File: src/rtl/credit_tx.sv
// credit_tx: transmit side of a credit-flow-controlled link.
// Accepts a local ready/valid stream and forwards each accepted beat on a
// registered, valid-only link. A credit counter mirrors the free slots in the
// remote receive queue. Each beat sent consumes one credit, and each
// credit-return pulse restores one. A return that would push the count past
// the queue depth is treated as a protocol fault: the count saturates and a
// sticky error flag is raised.

module credit_tx #(
  parameter int WIDTH   = 8,
  parameter int CREDITS = 2,
  localparam int CW     = $clog2(CREDITS + 1)
) (
  input  logic             clk,
  input  logic             reset,
  output logic             io_enq_ready,
  input  logic             io_enq_valid,
  input  logic [WIDTH-1:0] io_enq_bits,
  output logic             io_tx_valid,
  output logic [WIDTH-1:0] io_tx_bits,
  input  logic             io_credit_return,
  output logic [CW-1:0]    io_credits,
  output logic             io_err
);

  localparam logic [CW-1:0] FULL = CW'(CREDITS);
  localparam logic [CW-1:0] ONE  = CW'(1);

  logic [CW-1:0] cnt;
  logic          fire;

  // A returned credit only becomes visible after it has been registered into
  // cnt, so ready never depends combinationally on io_credit_return.
  assign io_enq_ready = (cnt != '0);
  assign fire         = io_enq_valid & io_enq_ready;
  assign io_credits   = cnt;

  // Link output stage: one registered beat per accepted enqueue.
  always_ff @(posedge clk) begin
    if (reset) begin
      io_tx_valid <= 1'b0;
      io_tx_bits  <= '0;
    end else begin
      io_tx_valid <= fire;
      if (fire) begin
        io_tx_bits <= io_enq_bits;
      end
    end
  end

  // Credit counter with saturating overflow detection and a sticky error flag.
  // A send and a return in the same cycle cancel out. This is safe even at
  // full credit, because a send requires cnt != 0.
  always_ff @(posedge clk) begin
    if (reset) begin
      cnt    <= FULL;
      io_err <= 1'b0;
    end else begin
      case ({fire, io_credit_return})
        2'b10: cnt <= cnt - ONE;
        2'b01: begin
          if (cnt == FULL) begin
            io_err <= 1'b1;
          end else begin
            cnt <= cnt + ONE;
          end
        end
        default: cnt <= cnt;
      endcase
    end
  end

endmodule

File: config.mk
export PLATFORM = sky130hd
export DESIGN_NAME = credit_tx
export DESIGN_NICKNAME = d
export VERILOG_FILES = /design/src/rtl/credit_tx.sv
export SDC_FILE = /design/constraint.sdc
export NUM_CORES = 1
export LEC_CHECK = 0
export BUFFER_PORTS_ARGS = -buffer_cell sky130_fd_sc_hd__buf_2
export CAP_MARGIN = 40
export CORE_AREA = 2 2 39 41
export DETAILED_ROUTE_END_ITERATION = 8
export DIE_AREA = 0 0 41 43
export PLACE_DENSITY = 0.67
export SLEW_MARGIN = 10
export SYNTH_ARGS = -nofsm -noshare
export SYNTH_HDL_FRONTEND = slang
export SYNTH_SLANG_ARGS = --single-unit
File: constraint.sdc
create_clock -name clk -period 2.92 [get_ports clk]
set_clock_uncertainty 0.05 [all_clocks]
set_input_delay 0.438 -clock clk [delete_from_list [all_inputs] [get_ports clk]]
set_output_delay 0.438 -clock clk [all_outputs]
set_load 0.02 [all_outputs]
# Word-level counts from Yosys, hierarchy flattened

Index checks and enable logic that the tools add are counted.

Register bits: 12
Output and inout port bits: 13
Word-level logic and storage cells: 17
Input port bits: 12

Bitwise gates (word level): 1
Multiplexer cells: 2
$add $sub $neg: 2
Equality and inequality tests: 4
Reduce and logical (&&, ||, !) cells: 4

Operators with widths:

| operator            | count |
|---|---|
| $eq 2x2->1 const B  | 2 |
| $pmux 2 s2          | 1 |
| $reduce_and 2->1    | 2 |
| $reduce_bool 2->1   | 2 |
| $add 2x1->2 const B | 1 |
| $eq 2x1->1 const B  | 1 |
| $mux 2              | 1 |
| $ne 2x2->1 const B  | 1 |
| $sub 2x1->2 const B | 1 |
| $and 1x1->1         | 1 |

# Longest topological paths before layout

Depth after elaboration: 5
Gate-level depth with buffers: 4
Depth with buffers taken out: 3

# Worst setup path before layout

OpenSTA, ideal clock, no wires.

Path kind: register to output
From: register cnt[0] (netlist: io_credits[0])
To: output port io_enq_ready
Arrival: 0.797 ns
Setup slack: 1.635 ns
Required time: 2.432 ns
Stages on the path, launching flop included: 2
Path through: dfxtp_1 or2_2

Word-level cells in the longest chain between the ends: 1

Ends and longest elaborated chain:

| item                   | RTL line | source |
|---|---|---|
| start, declared        | 29       | `logic [CW-1:0] cnt;` |
| start signal, assigned | 60       | `2'b10: cnt <= cnt - ONE;` |
| start signal, assigned | 65       | `cnt <= cnt + ONE;` |
| start signal, assigned | 68       | `default: cnt <= cnt;` |
| $reduce_bool 2->1      | 34       | `assign io_enq_ready = (cnt != '0);` |
| end, declared          | 16       | `output logic io_enq_ready,` |

Every way passes these cells.

# Final worst setup path

Ends and elaborated chain as after synthesis.

==> out/metrics.yaml <==
pwr:
  power.leakage_uw: 0.000336
  vdd_drop_max_v: 0.000256
  power.density_mw_per_mm2: 654
timing:
  max_freq_mhz: 627
  report.final.slew_viol_count: 0
  grt_setup_unrepaired: "false"
  final.setup.tns_ns: 0
  final_hold_violations: 0
  slew_headroom_pct: 61.7
  tightestPinTransition_ns: 0.574
  fin_crit_sh_pct: 54.7
  fin_crit_ns: 1.60
  finalSetupViolCount: 0
floorplan:
  fp.coreArea_mm2: 0.00138
  die_width_um: 41
  initial_core_util_pct: 33.8
  dieHeight_um: 43
  floorplan.io_pins: 25
  die_area_mm2: 0.00176
  num_rows: 14
yosys:
  seq_area_frac_synth_pct: 51.3
  yosys.area.top_type: "dfxtp_1"
  synthesis.nets: 59
  yosys_warnings: 0
  syn-cell-area_um2: 468
  ys_ff_latch: 12
  yosys.cell_types.count: 16
  synthesis.instances: 47
  synth_top_cells_by_area: "dfxtp_1 (51%), mux2i_1 (19%), nor2_1 (8.8%)"
  syn_area_per_cell_um2: 9.96
  post-synth-top-area-fraction_pct: 51.3
setup_path:
  crit_arrival_ns: 1.11
  cp.required_ns: 2.43
  startpoint_type: "flip-flop"
  highest_net_fanout_along_the_worst_path: 8
  setup.worst_path.class: "reg2out"
  crit_path_end_kind: "output port"
grt:
  grt_overflow_total: 0
  first_pass_grt_wire_length_um: 1290
  antenna_found_initial: 0
  grt_start_max_net_pins: 13
  grt_use_total_pct: 10.6
  grt_pass1_vias: 370
final_layout:
  filler_cells_inserted: 137
  most-common-layout-cells: "buf_2 (24), dfxtp_1 (12), nor2_1 (11)"
  area_delta_synth_final_pct: 34.5
  antenna_cell_count: 0
  layout_commonest_cell: "buf_2"
  final_layout_size_suffix_gt1_share_pct: 41.1
  count_of_non_filler_cells_in_the_finished_layout: 89
  num-nets-final: 86
clocking:
  clkSinkCount: 12
  max-clock-path-buffers: 2
  clkLatencyLatePin_ns: 0.27
  postCtsResizedCells: 0
  cts.htree.levels: 1
  hold_buffers: 0
  cts_tree: "yes"
  cts.repair_timing.setup_buffer_count: 0
  clk_pin_slew_ns: 0.08
  cts-buffers-inserted: 3
  clock_tree.root_cell: "clkbuf_4"
hold_path:
  timing.hold.worst.class: "in2reg"
drt:
  detailedRoute.firstIterationViolations: 5
  avgRoutedWirePerCell_um: 9.56
  drtAntennaViolNets: 0
  route.final.wire_length_um: 851
  detail_route.first_pass.iterations: 4
  via_per_inst: 4.51
  post-route-drc-count: 0
  number_of_vias_in_the_routed_layout: 401
place:
  placed_cells: 85
  dpl_hpwl_um: 617
  finalWeightedCongestion: 0.673
  place.port_buffers: 24
flow_run:
  max-cap-violations: 0
status:
  outcome: "finished clean"
## metrics by stage
step | setup WS (ns) | hold slack, ns | instance area (µm²) | utilization (%) | power [µW]
2_1_floorplan | 1.64 | 0.495 | 468 | - | 257
3_3_place_gp | 1.60 | 0.395 | 593 | 42.9 | 283
3_5_place_dp | 1.57 | 0.418 | 593 | 42.9 | 284
4_1_cts | 1.30 | 0.336 | 629 | 45.5 | 418
5_1_grt | 1.27 | 0.351 | 629 | 45.5 | 433
6_report | 1.32 | 0.341 | 629 | 45.5 | 411
## flip-flops by register name, indices dropped and copies added, names as in the netlist
name / flops
io_credits: 2
io_tx_bits: 8
io_tx_valid: 1
io_err: 1
## worst max-delay path: stages, from the launching register on
cell,delay [ns]
dfxtp_1,0.38
or2_2,0.31
buf_2,0.16
## Yosys cell counts (all sizes together)
cell type	instances
nand2	1
o21a	1
a21oi	3
mux2i	9
xor2	1
nand2b	1
buf	1
dfxtp	12
o21bai	1
and2b	1
inv	1
clkbuf	1
nor2	11
a31oi	1
o21ai	1
or2	1
## worst paths after layout
path,start,endpoint,slack [ns],depth (start not counted)
worst max-delay path,io_credits[0],io_enq_ready,1.32,2
worst min-delay path,io_enq_bits[7],io_tx_bits[7],0.34,3
worst max register to register,io_credits[0],io_tx_bits[0],1.58,3
worst min register to register,io_err,io_err,0.42,2
## routing by layer
metal | global-route usage [%] | vias up | wire, µm
li1 | - | 212 | -
met1 | 12.1 | 175 | 372
met2 | 16.6 | 14 | 428
met3 | 1.57 | 0 | 50
met4 | 8.00 | 0 | 0
met5 | 0 | - | 0
## cells by family (layout without fill, tap and decap cells)
family                 Yosys count  after routing  synth area share, %
AND/OR/NAND/NOR                 15             15                 13.9
flip-flops                      12             12                 51.3
buffers and inverters            3             29                 4.01
XOR/XNOR                         1              1                 1.87
multiplexers                     9              9                 19.3
AO/OA/AOI/OAI                    7              7                 9.63
## power by group
part / leakage [µW] / switching [µW] / internal [µW]
clock network: 0.0000210 / 56.7 / 75.8
logic: 0.000216 / 49.8 / 37.5
registers: 0.0000991 / 12.8 / 179
## cell type report
type	count	area, µm²	area share, %
timing repair buffer	24	120	19.1
sequential	12	240	38.2
inverter	1	3.75	0.596
tap	16	20.0	3.18
clock buffer	4	36.3	5.77
multi-input combinational	32	209	33.2
Note: power is estimated with default switching activity, not from simulation.
